### src/rtl/cnn_layer_accel_net_rx_decoder.sv
// Network receive decoder: splits header-framed packets into
// config, weight, pixel and sequencer write strobes.
module cnn_layer_accel_net_rx_decoder #(
    parameter int C_PAYLOAD_WIDTH  = 128,
    parameter int C_SEQ_ADDR_WIDTH = 9,
    parameter int C_LEN_WIDTH      = 16
) (
    input  logic                        network_clk,
    input  logic                        network_rst,
    input  logic                        from_network_valid,
    output logic                        from_network_accept,
    input  logic [C_PAYLOAD_WIDTH-1:0]  from_network_payload,
    input  logic                        pixel_ready,
    output logic [C_PAYLOAD_WIDTH-1:0]  dataout,
    output logic                        config_wren,
    output logic                        weight_wren,
    output logic                        pixel_datain_valid,
    output logic                        seq_wren,
    output logic [C_SEQ_ADDR_WIDTH-1:0] seq_wrAddr,
    output logic                        busy,
    output logic                        bad_opcode
);

    typedef enum logic [1:0] {
        ST_IDLE,
        ST_DATA,
        ST_DROP
    } state_t;

    localparam logic [3:0] OP_CONFIG = 4'd1;
    localparam logic [3:0] OP_WEIGHT = 4'd2;
    localparam logic [3:0] OP_PIXEL  = 4'd3;
    localparam logic [3:0] OP_SEQ    = 4'd4;

    localparam logic [C_LEN_WIDTH-1:0]      LEN_ONE = 1;
    localparam logic [C_SEQ_ADDR_WIDTH-1:0] SEQ_ONE = 1;

    state_t                      r_state;
    logic [3:0]                  r_op;
    logic [C_LEN_WIDTH-1:0]      r_remaining;
    logic [C_SEQ_ADDR_WIDTH-1:0] r_seq_cnt;
    logic [C_SEQ_ADDR_WIDTH-1:0] r_seq_wrAddr;
    logic [C_PAYLOAD_WIDTH-1:0]  r_dataout;
    logic                        r_config_wren;
    logic                        r_weight_wren;
    logic                        r_pixel_valid;
    logic                        r_seq_wren;
    logic                        r_bad_opcode;

    logic [3:0]             w_hdr_op;
    logic [C_LEN_WIDTH-1:0] w_hdr_len;
    logic                   w_op_valid;
    logic                   w_accept;
    logic                   w_xfer;
    logic                   w_last;

    assign w_hdr_op   = from_network_payload[C_PAYLOAD_WIDTH-1 -: 4];
    assign w_hdr_len  = from_network_payload[C_LEN_WIDTH-1:0];
    assign w_op_valid = (w_hdr_op >= OP_CONFIG) && (w_hdr_op <= OP_SEQ);
    assign w_last     = (r_remaining == LEN_ONE);

    // Only pixel data is back-pressured; reset forces the IDLE view.
    always_comb begin
        w_accept = 1'b1;
        if (r_state == ST_DATA && r_op == OP_PIXEL) begin
            w_accept = pixel_ready;
        end
        if (network_rst) begin
            w_accept = 1'b1;
        end
    end

    assign w_xfer = from_network_valid && w_accept;

    always_ff @(posedge network_clk) begin
        if (network_rst) begin
            r_state       <= ST_IDLE;
            r_op          <= 4'd0;
            r_remaining   <= '0;
            r_seq_cnt     <= '0;
            r_seq_wrAddr  <= '0;
            r_dataout     <= '0;
            r_config_wren <= 1'b0;
            r_weight_wren <= 1'b0;
            r_pixel_valid <= 1'b0;
            r_seq_wren    <= 1'b0;
            r_bad_opcode  <= 1'b0;
        end else begin
            r_config_wren <= 1'b0;
            r_weight_wren <= 1'b0;
            r_pixel_valid <= 1'b0;
            r_seq_wren    <= 1'b0;
            r_bad_opcode  <= 1'b0;
            unique case (r_state)
                ST_IDLE: begin
                    if (w_xfer) begin
                        r_bad_opcode <= !w_op_valid;
                        if (w_hdr_op == OP_SEQ) begin
                            r_seq_cnt <= '0;
                        end
                        if (w_hdr_len != '0) begin
                            r_op        <= w_hdr_op;
                            r_remaining <= w_hdr_len;
                            r_state     <= w_op_valid ? ST_DATA : ST_DROP;
                        end
                    end
                end
                ST_DATA: begin
                    if (w_xfer) begin
                        r_dataout   <= from_network_payload;
                        r_remaining <= r_remaining - LEN_ONE;
                        if (w_last) begin
                            r_state <= ST_IDLE;
                        end
                        unique case (r_op)
                            OP_CONFIG: r_config_wren <= 1'b1;
                            OP_WEIGHT: r_weight_wren <= 1'b1;
                            OP_PIXEL:  r_pixel_valid <= 1'b1;
                            OP_SEQ: begin
                                r_seq_wren   <= 1'b1;
                                r_seq_wrAddr <= r_seq_cnt;
                                r_seq_cnt    <= r_seq_cnt + SEQ_ONE;
                            end
                            default: ;
                        endcase
                    end
                end
                ST_DROP: begin
                    if (w_xfer) begin
                        r_remaining <= r_remaining - LEN_ONE;
                        if (w_last) begin
                            r_state <= ST_IDLE;
                        end
                    end
                end
                default: r_state <= ST_IDLE;
            endcase
        end
    end

    assign from_network_accept = w_accept;
    assign dataout             = r_dataout;
    assign config_wren         = r_config_wren;
    assign weight_wren         = r_weight_wren;
    assign pixel_datain_valid  = r_pixel_valid;
    assign seq_wren            = r_seq_wren;
    assign seq_wrAddr          = r_seq_wrAddr;
    assign busy                = (r_state != ST_IDLE);
    assign bad_opcode          = r_bad_opcode;

endmodule

### config.mk
export PLATFORM = sky130hd
export DESIGN_NAME = cnn_layer_accel_net_rx_decoder
export DESIGN_NICKNAME = d
export VERILOG_FILES = /design/src/rtl/cnn_layer_accel_net_rx_decoder.sv
export SDC_FILE = /design/constraint.sdc
export NUM_CORES = 1
export LEC_CHECK = 0
export CORE_MARGIN = 8
export CORE_UTILIZATION = 47
export CTS_CLUSTER_SIZE = 28
export DETAILED_ROUTE_END_ITERATION = 8
export PLACE_DENSITY = 0.87
export SYNTH_ARGS = -nofsm -noshare
export SYNTH_HDL_FRONTEND = slang
export SYNTH_SLANG_ARGS = --single-unit
### constraint.sdc
create_clock -name network_clk -period 6.38 [get_ports network_clk]
set_input_delay 1.276 -clock network_clk [delete_from_list [all_inputs] [get_ports network_clk]]
set_output_delay 1.276 -clock network_clk [all_outputs]
set_load 0.05 [all_outputs]
==> results.toml, run 1 <==
[run_status]
status = "finished, final reports clean"

[logic_synthesis]
yosys.area_share.adder_pct = 0.918
ys_ff_latch = 173
ys_seq_area_share_pct = 50.8
netlist_top_cells_count = "280 x nand2_1, 173 x dfxtp_1, 165 x a21oi_1"
muxShareOfSynthArea_pct = 1.36
synth_xor_area_share_pct = 0.257
netlist.area_leader.share_pct = 50.8
syn_area_per_cell_um2 = 8.00
synth.area.top_cells = "dfxtp_1 51%, nand2_1 15%, a21oi_1 12%"
synth-simple-area-share_pct = 24.2
synth-compound-area-share_pct = 16.7
syn_nets = 989
synth_edf_count = 0
synth.most_common_cell = "nand2_1"
synth_top_family_by_area = "simple AND/OR/NAND/NOR gates"
ys.flop_type = "dfxtp_1"
ys_types = 57
yosysTopAreaCell = "dfxtp_1"
async_reset_ff_share_pct = 0
synth.cell_area_um2 = 6820
yosys_warnings = 0
synthCells = 852

[floorplanning]
core-area_um2 = 14400
die_area_um2 = 18600
die_w_um = 136
ios = 276
fp-row-count = 44
die_h_um = 136
initial_core_util_pct = 47.4

[pwr]
ir_drop_v = 0.000209
p_leak_uw = 0.00344
p_per_area_nw_per_um2 = 315

[timing]
drv_slew = 0
setup_tns_ns = 0
tightest_slew_ns = 0.914
clock.fmax_ghz = 0.218
fin_crit_sh_pct = 71.9
rsz0062_at_grt = "false"
final_hold_viol_count = 0
relSlewSlack_pct = 39.0
layout_min_cycle_time_ns = 4.59
fin_worst_skew_ns = 0.0128
setup_slack_ns = 1.79
setup_viol = 0

[route]
vias_per_cell = 5.23
drt_pass1_iterations = 5
wl_per_cell_um = 16.7
drtIter0Drc = 502
drc_errors = 0
ant_nets = 0
vias = 6747
drt_wl_total_mm = 21.5

[grt]
grt.total_usage_pct = 22.3
antenna_found_initial = 0
grt_pass1_vias = 6369
grt_overflow_total = 0
grt_max_degree = 89
grt_pass1_wl_mm = 33.1

[worst_setup_path]
cp-start-kind = "input pin"
regToRegSetupSlack_ns = 3.42
crit_required_ns = 5.10
timing.rr.end = "dataout[126]"
path_max_fanout = 88
reg2reg_depth = 8
startpoint = "network_rst"
crit_type = "in2out"
critPathCaptureType = "primary output"
r2r-start = "r_state[1]"
arrival_ns = 3.31

[min_path]
min_path_cells = 2
worstHoldStart = "dataout[24]"
holdCritPathClass = "reg2reg"
holdPathEnd = "dataout[24]"

[layout]
regArea_um2 = 3460
multi_input_area_um2 = 2980
drive_gt1_share_pct = 4.80
nets = 1229
fillers = 1119
n_antenna_cell = 0
syn_to_final_growth_pct = 48.2

[cts]
clkLatencyLatePin_ns = 0.43
clock-root-buffer = "clkbuf_16"
h-tree-depth = 4
clk_pin_slew_ns = 0.06
hold_buffers = 0
cts_resized = 0
clk_path_buf_depth = 2
cts_sinks = 173
numCtsBuffers = 17
postCtsSetupBuffers = 0
cts_tree = "built"

[place]
io_buffer_count = 275
hpwl_mm = 15.3
place_ws_ns = 1.78
gp_congestion = 0.840

[flow_run]
maxCapViolations = 0
-- sequential cells by signal, summed over array words and instances (netlist names) --
name,cells
r_op,4
r_remaining,16
seq_wrAddr,9
r_state,2
seq_wren,1
config_wren,1
weight_wren,1
r_seq_cnt,9
bad_opcode,1
pixel_datain_valid,1
dataout,128
-- layout by cell type (no fill, tap or decap), drive strengths merged, types with 7 or more instances in the layout --
master / n
nor3: 9
dfxtp: 173
nor4: 10
nor2: 24
clkbuf: 19
mux2i: 7
buf: 8
nand3: 18
nand2: 281
clkdlybuf4s50: 274
o21ai: 22
a21oi: 165
inv: 15
-- through the flow --
step	utilization [%]	std cells	total power, µW	area [µm²]	hold slack (ns)
final	70.3	1289	3180	10100	0.451
after floorplan	-	852	1870	6820	0.452
after CTS	70.3	1289	3190	10100	0.455
after global routing	70.3	1289	3340	10100	0.471
after detailed placement	66.2	1257	2150	9510	0.446
after global placement	66.2	1257	2130	9510	0.440
-- layer usage --
metal / global-route usage [%] / share of wire (%) / vias up
met1: 26.3 / 40 / 3118
met3: 8.94 / 10 / 24
met5: 0 / 0 / -
li1: - / - / 3342
met2: 36.1 / 48 / 263
met4: 7.57 / 1.7 / 0
-- worst max-delay path by stage --
| stage | to | cells past startpoint |
|---|---|---|
| after detailed placement | from_network_accept | 4 |
| after CTS | from_network_accept | 4 |
| final | from_network_accept | 4 |
| after floorplan | from_network_accept | 3 |
| after global placement | from_network_accept | 4 |
| after global routing | from_network_accept | 4 |
-- final cells by class --
| class | instances | area share (%) |
|---|---|---|
| timing repair buffer | 282 | 27.7 |
| tap | 184 | 2.28 |
| clock buffer | 19 | 4.48 |
| inverter | 11 | 0.409 |
| sequential | 173 | 34.3 |
| multi-input combinational | 607 | 29.5 |
| clock inverter | 13 | 1.35 |
-- where the power goes --
group          leakage (µW)  internal [µW]  switching [µW]
Clock              0.000294            600             437
Sequential          0.00140           1170            66.2
Combinational       0.00175            337             573
Total               0.00344           2100            1080
-- critical path: stages --
cell	delay, ns
buf_4	0.36
or4b_4	0.63
or2_1	0.29
clkdlybuf4s50_1	0.72
-- cell families after synthesis --
group                      Yosys count
DFF                                173
AOI/OAI and AO/OA                  212
and+or+nand+nor                    379
adders and majority gates            5
xor gates and xnor gates             2
muxes                                9
buffers and inverters               72
(Power assumes the default switching activity.)
==> run 2, diff against run 1 <==
--- a/config.mk
+++ b/config.mk
@@ -6,10 +6,10 @@
 export NUM_CORES = 1
 export LEC_CHECK = 0
 export CORE_MARGIN = 8
-export CORE_UTILIZATION = 47
+export CORE_UTILIZATION = 39
 export CTS_CLUSTER_SIZE = 28
 export DETAILED_ROUTE_END_ITERATION = 8
-export PLACE_DENSITY = 0.87
+export PLACE_DENSITY = 0.77
 export SYNTH_ARGS = -nofsm -noshare
 export SYNTH_HDL_FRONTEND = slang
 export SYNTH_SLANG_ARGS = --single-unit
==> constraint.sdc (replaced) <==
create_clock -name network_clk -period 3.8 [get_ports network_clk]
set_input_delay 0.76 -clock network_clk [delete_from_list [all_inputs] [get_ports network_clk]]
set_output_delay 0.76 -clock network_clk [all_outputs]
set_load 0.05 [all_outputs]
==> run 2 against run 1 <==
Compared with the run above:
- clock skew fell by 0.0010 ns
- final cell count rose by 3.2%
- sequential power rose by 67%
- routed wire length fell by 2.2%
- sequential cell count did not move
- utilization fell by 11 points
- non-clock buffer count did not move
- via count fell by 2.2%
- sequential share of layout area fell by 0.37 points
- die area rose by 18%
- first-iteration DRC count fell by 8.2%
- largest cell class unchanged
==> results.toml, run 2 (synthesis gave the netlist of run 1 again) <==
[run_status]
status = "finished, final reports clean"

[layout]
layout_common_cells = "280 x nand2_1, 274 x clkdlybuf4s50_1, 173 x dfxtp_1, 165 x a21oi_1, 24 x nor2_1"
fillers = 1512
mostFrequentLayoutCell = "nand2_1"
syn_to_final_growth_pct = 49.8
largest_register_ffs = 128
post-route-util_pct = 59.5
design_area_um2 = 10200
drive_gt1_share_pct = 4.71
nets = 1229
n_antenna_cell = 0

[pwr]
p_per_area_nw_per_um2 = 532
p_seq_share_pct = 38.0
net-switching-power_uw = 1840
combPwrFrac_pct = 28.2
swShare_pct = 33.8
ir_drop_v = 0.000297
p_leak_uw = 0.00346
intPower_uw = 3600
clkPwrFrac_pct = 33.8

[route]
wl_per_cell_um = 15.8
vias = 6598
vias_per_cell = 4.96
drc_errors = 0
drtIter0Drc = 461
drt_wl_total_mm = 21.0
drt_pass1_iterations = 4
ant_nets = 0

[flow_run]
maxCapViolations = 0

[floorplanning]
core-area_um2 = 17200
die_area_um2 = 22000
die_h_um = 148
initial_core_util_pct = 39.7
fp-row-count = 48
die_w_um = 148
ios = 276

[timing]
drv_slew = 0
tightest_slew_ns = 0.997
fin_crit_sh_pct = 91.3
clock.fmax_ghz = 0.288
layout_min_cycle_time_ns = 3.47
setup_slack_ns = 0.332
final_hold_viol_count = 0
whs_ns = 0.452
setup_viol = 0
rsz0062_at_grt = "false"
fin_worst_skew_ns = 0.0117
setup_tns_ns = 0
relSlewSlack_pct = 33.6

[cts]
h-tree-depth = 4
hold_buffers = 0
cts_tree = "built"
postCtsSetupBuffers = 0
clock-root-buffer = "clkbuf_16"
cts_sinks = 173
numCtsBuffers = 17
clkLatencyLatePin_ns = 0.43
cts_resized = 0
clk_path_buf_depth = 2
clk_pin_slew_ns = 0.07

[min_path]
holdPathEnd = "dataout[85]"
worstHoldStart = "dataout[85]"
holdCritPathClass = "reg2reg"
min_path_cells = 2

[grt]
grt.total_usage_pct = 18.2
grt_pass1_wl_mm = 32.4
grt_pass1_vias = 6221
antenna_found_initial = 0
grt_overflow_total = 0
grt_max_degree = 129

[place]
hpwl_mm = 14.8
place_ws_ns = 0.550
io_buffer_count = 275
place_area_um2 = 9590
gp_congestion = 0.826

[worst_setup_path]
critPathCaptureType = "primary output"
path_max_fanout = 5
arrival_ns = 2.71
critical_path_buf_inv_count = 2
regToRegSetupSlack_ns = 1.13
timing.rr.end = "r_remaining[10]"
crit_type = "reg2out"
reg2reg_depth = 7
crit_slowest_cell = "clkdlybuf4s50_1"
crit_required_ns = 3.04
startpoint = "r_state[1]"
cp_top_family = "simple AND/OR/NAND/NOR gates"
slowest_delay_ns = 0.75
r2r-start = "r_state[1]"
crit_chain = "inv_1, ha_1, or4b_4, or2_1, clkdlybuf4s50_1"
cp-start-kind = "flop"
## run 2: routing by layer
layer	up-vias	global-route usage (%)	share of wire (%)
met5	-	0	0
met4	0	5.46	1.3
met3	24	8.36	11
li1	3338	-	-
met2	242	29.6	47
met1	2994	21.1	41
## run 2: worst register-to-register path: cells and delay by family, from the launching register on
family                     cells  cell delay [ns]
adders and majority gates      1             0.30
DFF                            1             0.31
AOI/OAI and AO/OA              4             1.37
buffers and inverters          1             0.07
and+or+nand+nor                1             0.54
## run 2: power by group through the flow
| stage | registers, µW | logic [µW] | clock network, µW |
|---|---|---|---|
| after detailed placement | 2100 | 1520 | 0 |
| after global placement | 2100 | 1510 | 0 |
| final | 2060 | 1530 | 1840 |
| after global routing | 2080 | 1660 | 1950 |
| after floorplan | 2340 | 809 | 0 |
| after CTS | 2060 | 1530 | 1880 |
## run 2: worst max-delay path by stage
stage	to	slack, ns	cells past startpoint
after floorplan	from_network_accept	1.21	3
after global placement	from_network_accept	0.55	4
after detailed placement	from_network_accept	0.55	4
after CTS	from_network_accept	0.30	5
after global routing	from_network_accept	0.24	5
final	from_network_accept	0.33	5
## run 2: through the flow
step                      std cells  power (µW)
final                          1330        5430
after global routing           1330        5700
after CTS                      1330        5470
after detailed placement       1298        3620
after global placement         1298        3600
after floorplan                 852        3150
## run 2: area by class of cell
type / instances / area (µm²) / share of cell area (%)
clock inverters: 13 / 180 / 1.76
well taps: 225 / 282 / 2.76
multi-input cells: 607 / 2980 / 29.1
flip-flops and latches: 173 / 3460 / 33.9
clock buffers: 19 / 443 / 4.34
inverters: 11 / 41.3 / 0.404
repair buffers: 282 / 2830 / 27.7
